$ cat config.mk
export PLATFORM = sky130hd
export DESIGN_NAME = multicycle_sequencer
export DESIGN_NICKNAME = d
export VERILOG_FILES = /design/src/rtl/multicycle_sequencer.sv
export SDC_FILE = /design/constraint.sdc
export NUM_CORES = 1
export LEC_CHECK = 0
export BUFFER_PORTS_ARGS = -buffer_cell sky130_fd_sc_hd__buf_2
export CAP_MARGIN = 5
export CORE_MARGIN = 2
export CORE_UTILIZATION = 45
export CTS_CLUSTER_DIAMETER = 40
export DETAILED_ROUTE_END_ITERATION = 12
export MAX_ROUTING_LAYER = met4
export PLACE_DENSITY = 0.69
export SLEW_MARGIN = 20
export SYNTH_ARGS = -nofsm -noshare
export SYNTH_HDL_FRONTEND = slang
export SYNTH_SLANG_ARGS = --single-unit
$ cat constraint.sdc
create_clock -name clk -period 2.3 [get_ports clk]
set_input_delay 0.23 -clock clk [delete_from_list [all_inputs] [get_ports clk]]
set_output_delay 0.23 -clock clk [all_outputs]
set_load 0.02 [all_outputs]
$ cat src/rtl/multicycle_sequencer.sv
`timescale 1ns / 1ps
// multicycle_sequencer
//   Multi-cycle control FSM for the 18-bit-instruction CPU datapath.
//   Fetch/Decode/Execute/Mem/Writeback sequencing over a single shared memory
//   port with a ready handshake. Owns the ZF/CF flag register (updated by CMP)
//   and resolves conditional branches in DECODE.
//
// Ports
//   clk, reset            : clock (rising edge), asynchronous active-low reset
//   opcode                : IR[17:14], valid from DECODE onward
//   alu_zero, alu_carry   : ALU status, sampled into zf_q/cf_q at the end of CMP EXEC
//   mem_ready             : memory completes the current request this cycle
//   ir_write, pc_write    : IR load / PC update strobes
//   pc_src                : 0 = PC+1, 1 = branch/jump target
//   mem_req, mem_we       : memory request valid / write request
//   mem_addr_src          : 0 = PC, 1 = ALU result
//   alu_src, alu_op       : ALU operand B select / operation
//   reg_write, mem_to_reg : register file write enable / writeback source
//   zf_q, cf_q            : registered flags
//   fault                 : memory timeout, sticky until reset
//   state_o               : current state encoding
module multicycle_sequencer #(
  parameter int unsigned TIMEOUT_CYCLES = 255,
  parameter int unsigned TW             = 8
) (
  input  logic       clk,
  input  logic       reset,
  input  logic [3:0] opcode,
  input  logic       alu_zero,
  input  logic       alu_carry,
  input  logic       mem_ready,
  output logic       ir_write,
  output logic       pc_write,
  output logic       pc_src,
  output logic       mem_req,
  output logic       mem_we,
  output logic       mem_addr_src,
  output logic       alu_src,
  output logic [2:0] alu_op,
  output logic       reg_write,
  output logic       mem_to_reg,
  output logic       zf_q,
  output logic       cf_q,
  output logic       fault,
  output logic [2:0] state_o
);

  localparam logic [3:0] OpNop  = 4'b0000;
  localparam logic [3:0] OpAdd  = 4'b0001;
  localparam logic [3:0] OpAddi = 4'b0010;
  localparam logic [3:0] OpAnd  = 4'b0011;
  localparam logic [3:0] OpAndi = 4'b0100;
  localparam logic [3:0] OpNand = 4'b0101;
  localparam logic [3:0] OpNor  = 4'b0110;
  localparam logic [3:0] OpJump = 4'b0111;
  localparam logic [3:0] OpLd   = 4'b1000;
  localparam logic [3:0] OpSt   = 4'b1001;
  localparam logic [3:0] OpCmp  = 4'b1010;
  localparam logic [3:0] OpJe   = 4'b1011;
  localparam logic [3:0] OpJa   = 4'b1100;
  localparam logic [3:0] OpJb   = 4'b1101;
  localparam logic [3:0] OpJae  = 4'b1110;
  localparam logic [3:0] OpJbe  = 4'b1111;

  localparam logic [2:0] AluAdd  = 3'b000;
  localparam logic [2:0] AluAnd  = 3'b001;
  localparam logic [2:0] AluNand = 3'b010;
  localparam logic [2:0] AluNor  = 3'b011;
  localparam logic [2:0] AluSub  = 3'b100;

  localparam logic [TW-1:0] TimeoutVal = TW'(TIMEOUT_CYCLES);

  typedef enum logic [2:0] {
    StFetch  = 3'd0,
    StDecode = 3'd1,
    StExec   = 3'd2,
    StMem    = 3'd3,
    StWb     = 3'd4,
    StFault  = 3'd7
  } state_e;

  state_e        state_q, state_d;
  logic [TW-1:0] wait_q, wait_d;
  logic          zf_d, cf_d, fault_q, fault_d;

  // {alu_op, alu_src} for the instruction held in IR.
  function automatic logic [3:0] alu_ctrl(input logic [3:0] op);
    logic [3:0] r;
    r = {AluAdd, 1'b0};
    case (op)
      OpAdd:        r = {AluAdd, 1'b0};
      OpAddi:       r = {AluAdd, 1'b1};
      OpAnd:        r = {AluAnd, 1'b0};
      OpAndi:       r = {AluAnd, 1'b1};
      OpNand:       r = {AluNand, 1'b0};
      OpNor:        r = {AluNor, 1'b0};
      OpLd, OpSt:   r = {AluAdd, 1'b1};
      OpCmp:        r = {AluSub, 1'b0};
      default:      r = {AluAdd, 1'b0};
    endcase
    return r;
  endfunction

  // Branch conditions look at the registered flags only.
  function automatic logic branch_taken(input logic [3:0] op, input logic zf, input logic cf);
    logic t;
    t = 1'b0;
    case (op)
      OpJe:    t = zf;
      OpJa:    t = !zf && !cf;
      OpJb:    t = cf;
      OpJae:   t = !cf;
      OpJbe:   t = cf || zf;
      default: t = 1'b0;
    endcase
    return t;
  endfunction

  logic is_alu_op;
  assign is_alu_op = (opcode == OpAdd) || (opcode == OpAddi) || (opcode == OpAnd) ||
                     (opcode == OpAndi) || (opcode == OpNand) || (opcode == OpNor);

  // State register
  always_ff @(posedge clk or negedge reset) begin
    if (!reset) begin
      state_q <= StFetch;
      wait_q  <= '0;
      zf_q    <= 1'b0;
      cf_q    <= 1'b0;
      fault_q <= 1'b0;
    end else begin
      state_q <= state_d;
      wait_q  <= wait_d;
      zf_q    <= zf_d;
      cf_q    <= cf_d;
      fault_q <= fault_d;
    end
  end

  // Next-state logic
  always_comb begin
    state_d = state_q;
    wait_d  = '0;
    zf_d    = zf_q;
    cf_d    = cf_q;
    case (state_q)
      StFetch: begin
        // mem_ready on the timeout cycle still completes normally.
        if (mem_ready) begin
          state_d = StDecode;
        end else if (wait_q == TimeoutVal) begin
          state_d = StFault;
        end else begin
          wait_d = wait_q + TW'(1);
        end
      end
      StDecode: begin
        if (is_alu_op || opcode == OpLd || opcode == OpSt || opcode == OpCmp) begin
          state_d = StExec;
        end else begin
          state_d = StFetch;
        end
      end
      StExec: begin
        if (opcode == OpCmp) begin
          zf_d    = alu_zero;
          cf_d    = alu_carry;
          state_d = StFetch;
        end else if (opcode == OpLd || opcode == OpSt) begin
          state_d = StMem;
        end else if (is_alu_op) begin
          state_d = StWb;
        end else begin
          state_d = StFetch;
        end
      end
      StMem: begin
        if (mem_ready) begin
          state_d = (opcode == OpLd) ? StWb : StFetch;
        end else if (wait_q == TimeoutVal) begin
          state_d = StFault;
        end else begin
          wait_d = wait_q + TW'(1);
        end
      end
      StWb:    state_d = StFetch;
      StFault: state_d = StFault;
      default: state_d = StFetch;
    endcase
    fault_d = fault_q || (state_d == StFault);
  end

  // Output decode
  always_comb begin
    ir_write     = 1'b0;
    pc_write     = 1'b0;
    pc_src       = 1'b0;
    mem_req      = 1'b0;
    mem_we       = 1'b0;
    mem_addr_src = 1'b0;
    alu_src      = 1'b0;
    alu_op       = AluAdd;
    reg_write    = 1'b0;
    mem_to_reg   = 1'b0;
    case (state_q)
      StFetch: begin
        mem_req = 1'b1;
        if (mem_ready) begin
          ir_write = 1'b1;
          pc_write = 1'b1;
        end
      end
      StDecode: begin
        if (opcode == OpJump || branch_taken(opcode, zf_q, cf_q)) begin
          pc_write = 1'b1;
          pc_src   = 1'b1;
        end
      end
      StExec: begin
        {alu_op, alu_src} = alu_ctrl(opcode);
      end
      StMem: begin
        mem_req      = 1'b1;
        mem_addr_src = 1'b1;
        mem_we       = (opcode == OpSt);
        alu_op       = AluAdd;
        alu_src      = 1'b1;
      end
      StWb: begin
        reg_write         = 1'b1;
        mem_to_reg        = (opcode == OpLd);
        {alu_op, alu_src} = alu_ctrl(opcode);
      end
      default: ;
    endcase
    // While reset is held every strobe is forced low, so an in-flight
    // request (e.g. a store in MEM) is dropped immediately.
    if (!reset) begin
      ir_write     = 1'b0;
      pc_write     = 1'b0;
      pc_src       = 1'b0;
      mem_req      = 1'b0;
      mem_we       = 1'b0;
      mem_addr_src = 1'b0;
      alu_src      = 1'b0;
      alu_op       = AluAdd;
      reg_write    = 1'b0;
      mem_to_reg   = 1'b0;
    end
  end

  assign fault   = fault_q;
  assign state_o = state_q;

  // Unused encoding kept for readability of the opcode map.
  logic unused_nop;
  assign unused_nop = (opcode == OpNop);

endmodule

# Word level (Yosys, flattened, before mapping)
# Memory sizes are Yosys's and may differ from the RTL's.
# Index checks and enable logic that the tools add are counted.
word_totals:
  regBits: 14
  mem_count: 2
  inputBits: 9
  mem_bits_ro: 128
  ram_bits: 0
  latch_bits: 0
  word_cells: 84
op_classes:
  eq_ne: 22
  n_mul: 0
  mux: 36
  n_div: 0
  order_cmp: 0
  bitwise: 0
  shifts: 0
  n_reduce_logical: 18
  add_sub_neg: 1
memory_table:
  columns: ["name", "depth", "word_bits", "read_ports", "rd_ports_with_merged_regs", "wr", "line_no", "text"]
  rows:
  - ["(name not given)", 16, 4, 1, 0, 0, "90", "case (op)"]
  - ["(name not given)", 16, 4, 1, 0, 0, "90", null]
ops:
  columns: ["operator", "n"]
  rows:
  - ["$eq A4 B4 Y1 const B", 8]
  - ["$mux W3", 8]
  - ["$mux W8", 3]
  - ["$mux W1", 19]
  - ["$eq A4 B3 Y1 const B", 4]
  - ["$pmux W3 S5", 1]
  - ["$logic_or A1 B1 Y1", 12]
  - ["$eq A3 B3 Y1 const B", 3]
  - ["$add A8 B1 Y8 const B", 1]
  - ["$eq A4 B2 Y1 const B", 2]
  - ["$eq A8 B8 Y1 const B", 1]
  - ["$eq A3 B2 Y1 const B", 2]
  - ["$pmux W3 S2", 1]
  - ["$pmux W1 S5", 1]
  - ["$eq A4 B1 Y1 const B", 1]
  - ["$eq A3 B1 Y1 const B", 1]
  - ["$logic_not A3 Y1", 1]
  - ["$pmux W1 S3", 1]
  - ["$logic_not A1 Y1", 2]
  - ["$mux W2", 1]
  - ["$pmux W1 S2", 1]
  - ["$reduce_and A2 Y1", 1]
  - ["$reduce_or A2 Y1", 1]
  - ["$logic_and A1 B1 Y1", 1]

# Logic depth before layout (Yosys ltp)
# Gate-level depths: netlist (run 1).
depth:
  ltp_word: 13
  ltp_mapped: 6
  mapped_depth_nobuf: 6

# Worst setup path after synthesis (run 1)
# No wires, ideal clock.
synth_timing:
  path_type: "flip-flop to output port"
  startpoint: "register state_q[1], in the netlist state_o[1]"
  endpoint: "output port alu_op[0]"
  path_stages_with_launch: 5
  arrival_time_ns: 1.774
  setup_slack_ns: 0.296
  path_cell_list: "dfrtp_1 buf_2 xor2_1 nand3b_1 a2111oi_1"
synth_between:
  elab_chain_len: 3
  elab_cells_between_ends: 4
  classes_between: "eq/ne (2); mux (2)"
synth_lines:
  columns: ["element", "line_no", "text"]
  rows:
  - ["start, declared", "82", "state_e state_q, state_d;"]
  - ["start signal, assigned", "126", "state_q <= StFetch;"]
  - ["start signal, assigned", "132", "state_q <= state_d;"]
  - ["$eq A3 B3 Y1 or $eq A3 B2 Y1 (tied branches)", "205", "case (state_q)"]
  - ["$pmux W3 S2 (*)", "205", null]
  - ["$mux W3 (*)", "238", "if (!reset) begin"]
  - ["end, declared", "39", "output logic [2:0] alu_op,"]
# Mark *: on every way between the ends. The rest lies on a longest branch, timed or not.

# Worst setup path in the final report (run 1)
layout_timing:
  startpoint: "register state_q[2], in the netlist state_o[2]"
  endpoint: "output port alu_op[0]"
# Same word-level chain as after synthesis.

==> qor.yml, run 1 <==
final_cell_area_um2: 1245
finalClockSkew_ns: 0.001798
worst_pin_slew_ns: 0.3967
grt_overflow: 0
async_flop_share_pct: 100.0
synth_cell_types: 44
area_delta_synth_final_pct: 17.61
ctsResizeCount: 0
cts_num_sinks: 14
synth-seq-area-share_pct: 33.10
whs_ns: 0.1809
start_util_pct: 47.85
final_antenna_net_count: 0
antenna_found_initial: 0
clockRootBuffer: "clkbuf_4"
cts_tree: "built"
syn_avg_cell_area_um2: 8.821
io_pins: 27
peakVddDrop_mv: 0.5402
fp.dieH_um: 52.50
finalHoldViolCount: 0
hp-class: "in2reg"
layout_min_cycle_time_ns: 1.967
postCtsSetupRepairBufs: 0
place_ws_ns: 0.4124
slew_headroom_pct: 73.55
fin_crit_sh_pct: 85.52
final_max_slew_viol_count: 0
gp_congestion: 0.9608
wl_um: 2315
synth_ff_type: "dfrtp_1"
status: "complete, no violations"
drc: 0
grt_pass1_vias: 873
clock.fmax_ghz: 0.5084
vias: 1019
power_uw: 1034
worstSetupPathType: "reg2out"
wl_per_cell_um: 13.15
cp_cell_sequence: "xor2_1 > nand3b_1 > a2111oi_1 > buf_2"
die-area_um2: 2756
syn_nets: 134
fin_setup_tns_ns: 0
drt_iter0_drc: 17
clk_latency_ns: 0.28
rows: 17
cp_max_fo: 11
first_pass_iters: 4
synth_top_area_share_pct: 33.10
cp.arrival_ns: 1.74
synth-edff-count: 0
crit_required_ns: 2.07
yosys_warnings: 0
powerDensity_nw_per_um2: 830.7
yosys-top-cells-area: "dfrtp_1 (33%), ha_1 (5.9%), xor2_1 (5.0%)"
fillerInstances: 199
grt_usage_pct: 19.34
mappedNetlistArea_um2: 1059
grt_first_pass_wirelength_um: 3815
dpl.hpwl_um: 1719
placed_cell_area_um2: 1199
grt_setup_unrepaired: "no"
nets: 163
drive_above_1_share_pct: 28.38
setup_slack_ns: 0.3330
coreArea_um2: 2212
cp_top_family: "flip-flops"
critical-path-max-stage-delay_ns: 0.59
clockBufferDepth: 2
die_width_um: 52.50
ys_ff_latch: 14
worstSetupStartpointType: "register"
crit_slowest_cell: "dfrtp_1"
max_cap_viol_count: 0
cts_buffers: 3
finalSetupViolCount: 0
diodes: 0
yosys.area.top_type: "dfrtp_1"
vias_per_cell: 5.790
path_buf_inv: 1
syn_inst: 120
htree_levels: 1
clk_pin_slew_ns: 0.08
io_buffer_count: 26
crit_path_end_kind: "primary output"
grt_max_degree: 17
p_leak_uw: 0.0006320
state kept, by name, indices dropped and copies added, names as in the netlist:
signal,cells
zf_q,1
wait_q,8
state_o,3
fault,1
cf_q,1
layout by cell type (no fill, tap or decap), drive strengths merged, types with 5 or more instances in the layout:
master / synthesis / layout
buf: 4 / 28
dfrtp: 14 / 14
ha: 5 / 5
inv: 8 / 8
nand2: 8 / 8
nand2b: 5 / 5
nor2: 10 / 10
nor3: 7 / 7
o21ai: 5 / 5
xor2: 6 / 6
synth_stat cells (4+ instances only):
cell      count
a31oi_1       4
dfrtp_1      14
ha_1          5
inv_1         8
nand2_1       8
nand2b_1      5
nand3_1       4
nor2_1        9
nor2b_1       4
nor3_1        5
o21ai_0       4
xor2_1        6
through the flow:
| step | utilization (%) | cells |
|---|---|---|
| 4_1_cts | 56.28 | 176 |
| 2_1_floorplan | - | 120 |
| 3_5_place_dp | 54.19 | 171 |
| 6_report | 56.28 | 176 |
| 5_1_grt | 56.28 | 176 |
| 3_3_place_gp | 54.19 | 171 |
report_power, final:
group | internal, uW | leakage (uW) | switching (uW) | total (uW)
combinational | 189 | 0.000425 | 297 | 485
clock | 96.4 | 0.0000210 | 78.0 | 174
sequential | 295 | 0.000186 | 79.7 | 375
total | 580 | 0.000632 | 454 | 1030
cells by family (layout without fill, tap and decap cells):
family	count (synthesis)	count (layout)	share of synthesized area [%]
mux	2	2	2.128
compound gates	25	25	16.90
fa+ha+maj	5	5	5.910
flops	14	14	33.10
buf+inv	13	41	6.619
simple gates	54	54	29.55
xor+xnor	7	7	5.792
layout make-up:
class                           count  area, um^2  area share (%)
Clock buffer                        4       36.28           2.915
Inverter                            8       30.03           2.412
Multi-Input combinational cell     93       638.1           51.26
Sequential cell                    14       350.3           28.14
Tap cell                           28       35.03           2.814
Timing Repair Buffer               29       155.1           12.46
worst paths after layout:
kind                            startpoint  slack, ns  cells past startpoint        end
worst max-delay path            state_o[2]       0.33                      4  alu_op[0]
worst min-delay path             alu_carry       0.18                      2       cf_q
worst min register to register   wait_q[0]       0.49                      1  wait_q[0]
max in group asynchronous            reset       1.67                      3  wait_q[4]
worst max register to register  state_o[1]       0.76                      4  wait_q[3]
min in group asynchronous            reset       0.46                      3      fault
routing by layer:
layer	part of all wire, %	vias to the layer above	global-route usage, %
met5	0	-	-
met4	0.99	0	6.410
met3	8.5	4	4.286
met2	46	49	27.92
met1	45	478	26.90
li1	-	488	-
what timing repair did:
item,CTS,global route
hold endpoints to repair,14,0
hold buffers,1,0
endpoints found under the setup margin,0,0
No activity file was read; power rests on OpenSTA's default activity.
==> run 2: changes to the inputs <==
- RECOVER_POWER: default -> 100
==> run 2 against run 1 <==
Compared with the run above: final area is 3.4% lower; clock skew is 0.0011 ns lower; combinational power is 5.8% lower; via count is 1.8% lower; fmax is 1.6% lower; global-route usage stayed put; clock-buffer cell count stayed put; flip-flop and latch count stayed put; largest cell class unchanged.
==> qor.yml, run 2 (synthesis results as in run 1) <==
status: "complete, no violations"
crit_top_cell: "clkbuf_1"
crit_end: "pc_write"
cp-startpoint: "reset"
cp.arrival_ns: 1.77  # +0.03 ns
final_common_cell: "clkbuf_1"
fp.dieH_um: 52.50  # unchanged
clk_latency_ns: 0.28  # about the same
grt_overflow: 0  # unchanged
grt_setup_unrepaired: "no"
antenna_found_initial: 0  # unchanged
grt_pass1_vias: 873  # unchanged
rows: 17  # unchanged
p_clk_share_pct: 17.3  # +0.4 points
dpl.hpwl_um: 1719  # unchanged
diodes: 0  # unchanged
m1WireLength_um: 1071  # +3.3%
dr_wl_met2_um: 1021  # -3.5%
clockBufferDepth: 2  # unchanged
final_core_util_pct: 54.36  # -1.9 points
postCtsSetupRepairBufs: 0  # unchanged
clk_pin_slew_ns: 0.08  # about the same
r2r_setup_slack_ns: 0.56  # -0.20 ns
cts_tree: "built"
coreArea_um2: 2212  # unchanged
hp-class: "in2reg"
multi_input_area_um2: 620.6  # -2.7%
wl_met3_um: 204  # +4.1%
grt_usage_pct: 19.34  # unchanged
final_cell_area_um2: 1202  # -3.4%
peakVddDrop_mv: 0.5311  # -1.7%
rr_worst_depth: 4  # unchanged
fin_setup_tns_ns: 0  # unchanged
grt_first_pass_wirelength_um: 3815  # unchanged
layout_min_cycle_time_ns: 1.999  # +0.03204 ns
clock.fmax_ghz: 0.5002  # -1.6%
die-area_um2: 2756  # unchanged
placed_cell_area_um2: 1199  # unchanged
fin_crit_sh_pct: 86.91  # +1.4 points
seq_area_um2: 350.3  # unchanged
cp_cell_sequence: "dlygate4sd3_1 > clkbuf_1 > buf_4 > nor2b_1 > nand3_1 > o31ai_1 > clkbuf_1"
vias: 1001  # -1.8%
power_uw: 1005  # -2.8%
p_leak_uw: 0.0005571  # -12%
drc: 0  # unchanged
final_max_slew_viol_count: 0  # unchanged
regMostFlops: "wait_q"
die_width_um: 52.50  # unchanged
finalClockSkew_ns: 0.0006527  # -0.001145 ns
combPwrFrac_pct: 45.5  # -1.4 points
final_antenna_net_count: 0  # unchanged
nets: 163  # unchanged
drt_iter0_drc: 20  # +3
vias_per_cell: 5.688  # -1.8%
clockRootBuffer: "clkbuf_4"
top_layer: "met4"
intPower_uw: 556.7  # -4.0%
first_pass_iters: 4  # unchanged
ctsResizeCount: 0  # unchanged
io_pins: 27  # unchanged
grt_max_degree: 17  # unchanged
worst_pin_slew_ns: 0.4514  # +0.05469 ns
regToRegStartpoint: "state_o[1]"
io_buffer_count: 26  # unchanged
fillerInstances: 211  # +6.0%
slew_headroom_pct: 69.91  # -3.6 points
cts_num_sinks: 14  # unchanged
finalSetupViolCount: 0  # unchanged
htree_levels: 1  # unchanged
crit_path_end_kind: "primary output"
largest_reg_flops: 8  # unchanged
net-switching-power_uw: 448.2  # -1.3%
worstSetupStartpointType: "primary input"
drive_above_1_share_pct: 13.51  # -15 points
critical-path-max-stage-delay_ns: 0.52  # -0.07 ns
final_cell_mix: "clkbuf_1 (18), dfrtp_1 (14), nor2_1 (9), buf_2 (9)"
seqPwrFrac_pct: 37.2  # +1.0 points
crit_slowest_cell: "dlygate4sd3_1"
wl_um: 2319  # +0.17%
cts_buffers: 3  # unchanged
switching_share_pct: 44.60  # +0.68 points
max_cap_viol_count: 0  # unchanged
crit_required_ns: 2.07  # about the same
wl_per_cell_um: 13.18  # +0.17%
worstSetupPathType: "in2out"
gp_congestion: 0.9608  # unchanged
area_delta_synth_final_pct: 13.59
start_util_pct: 47.85  # unchanged
regToRegEndpoint: "wait_q[3]"
finalHoldViolCount: 0  # unchanged
cp_max_fo: 16  # +5
powerDensity_nw_per_um2: 835.8  # +0.61%
## run 2: cell count changes in the layout (fill, tap and decap cells not counted), sizes merged
cell and delta:
buf -18, clkbuf +18
## run 2: per-stage QoR
step	hold WS [ns]	setup WS [ns]	cells
after global placement	0.2323	0.4666	171
after floorplan	-0.06559	0.2965	120
after detailed placement	0.2344	0.4124	171
after CTS	0.1806	0.3465	176
after global routing	0.1744	0.1517	176
final	0.1811	0.3010	176
## run 2: power groups by stage
stage | logic, uW | clock network (uW) | registers [uW]
global route | 504 | 198 | 382
global placement | 476 | 0 | 378
detailed placement | 479 | 0 | 379
CTS | 485 | 180 | 374
floorplan | 340 | 0 | 395
finish | 457 | 174 | 374
## run 2: final cells by class
| cell class | count | share of cell area, % |
|---|---|---|
| clock buffers | 4 | 3.018 |
| inverters | 8 | 2.497 |
| multi-input cells | 93 | 51.61 |
| flip-flops and latches | 14 | 29.14 |
| well taps | 28 | 2.914 |
| repair buffers | 29 | 10.82 |
## run 2: worst min-delay path by stage
stage                          from     to  slack [ns]  depth (start not counted)
after floorplan               reset   cf_q       -0.07                          0
after global placement        reset  fault        0.23                          2
after CTS                 alu_carry   cf_q        0.18                          2
after global routing      alu_carry   cf_q        0.17                          2
after detailed placement      reset  fault        0.23                          2
final                     alu_carry   cf_q        0.18                          2
## run 2: repair_timing
action	4_1_cts	5_1_grt
endpoints found under the hold margin	14	0
hold buffers	1	0
setup endpoints to repair	0	0
## run 2: metal layers
metal	vias up	GRT usage, %
met5	-	-
met4	0	6.410
met3	4	4.286
met2	41	27.92
met1	467	26.90
li1	489	-
## run 2: critical path: cells and delay by family
kind / cells / cell delay [ns]
buf+inv: 4 / 1.22
compound gates: 1 / 0.08
simple gates: 2 / 0.25
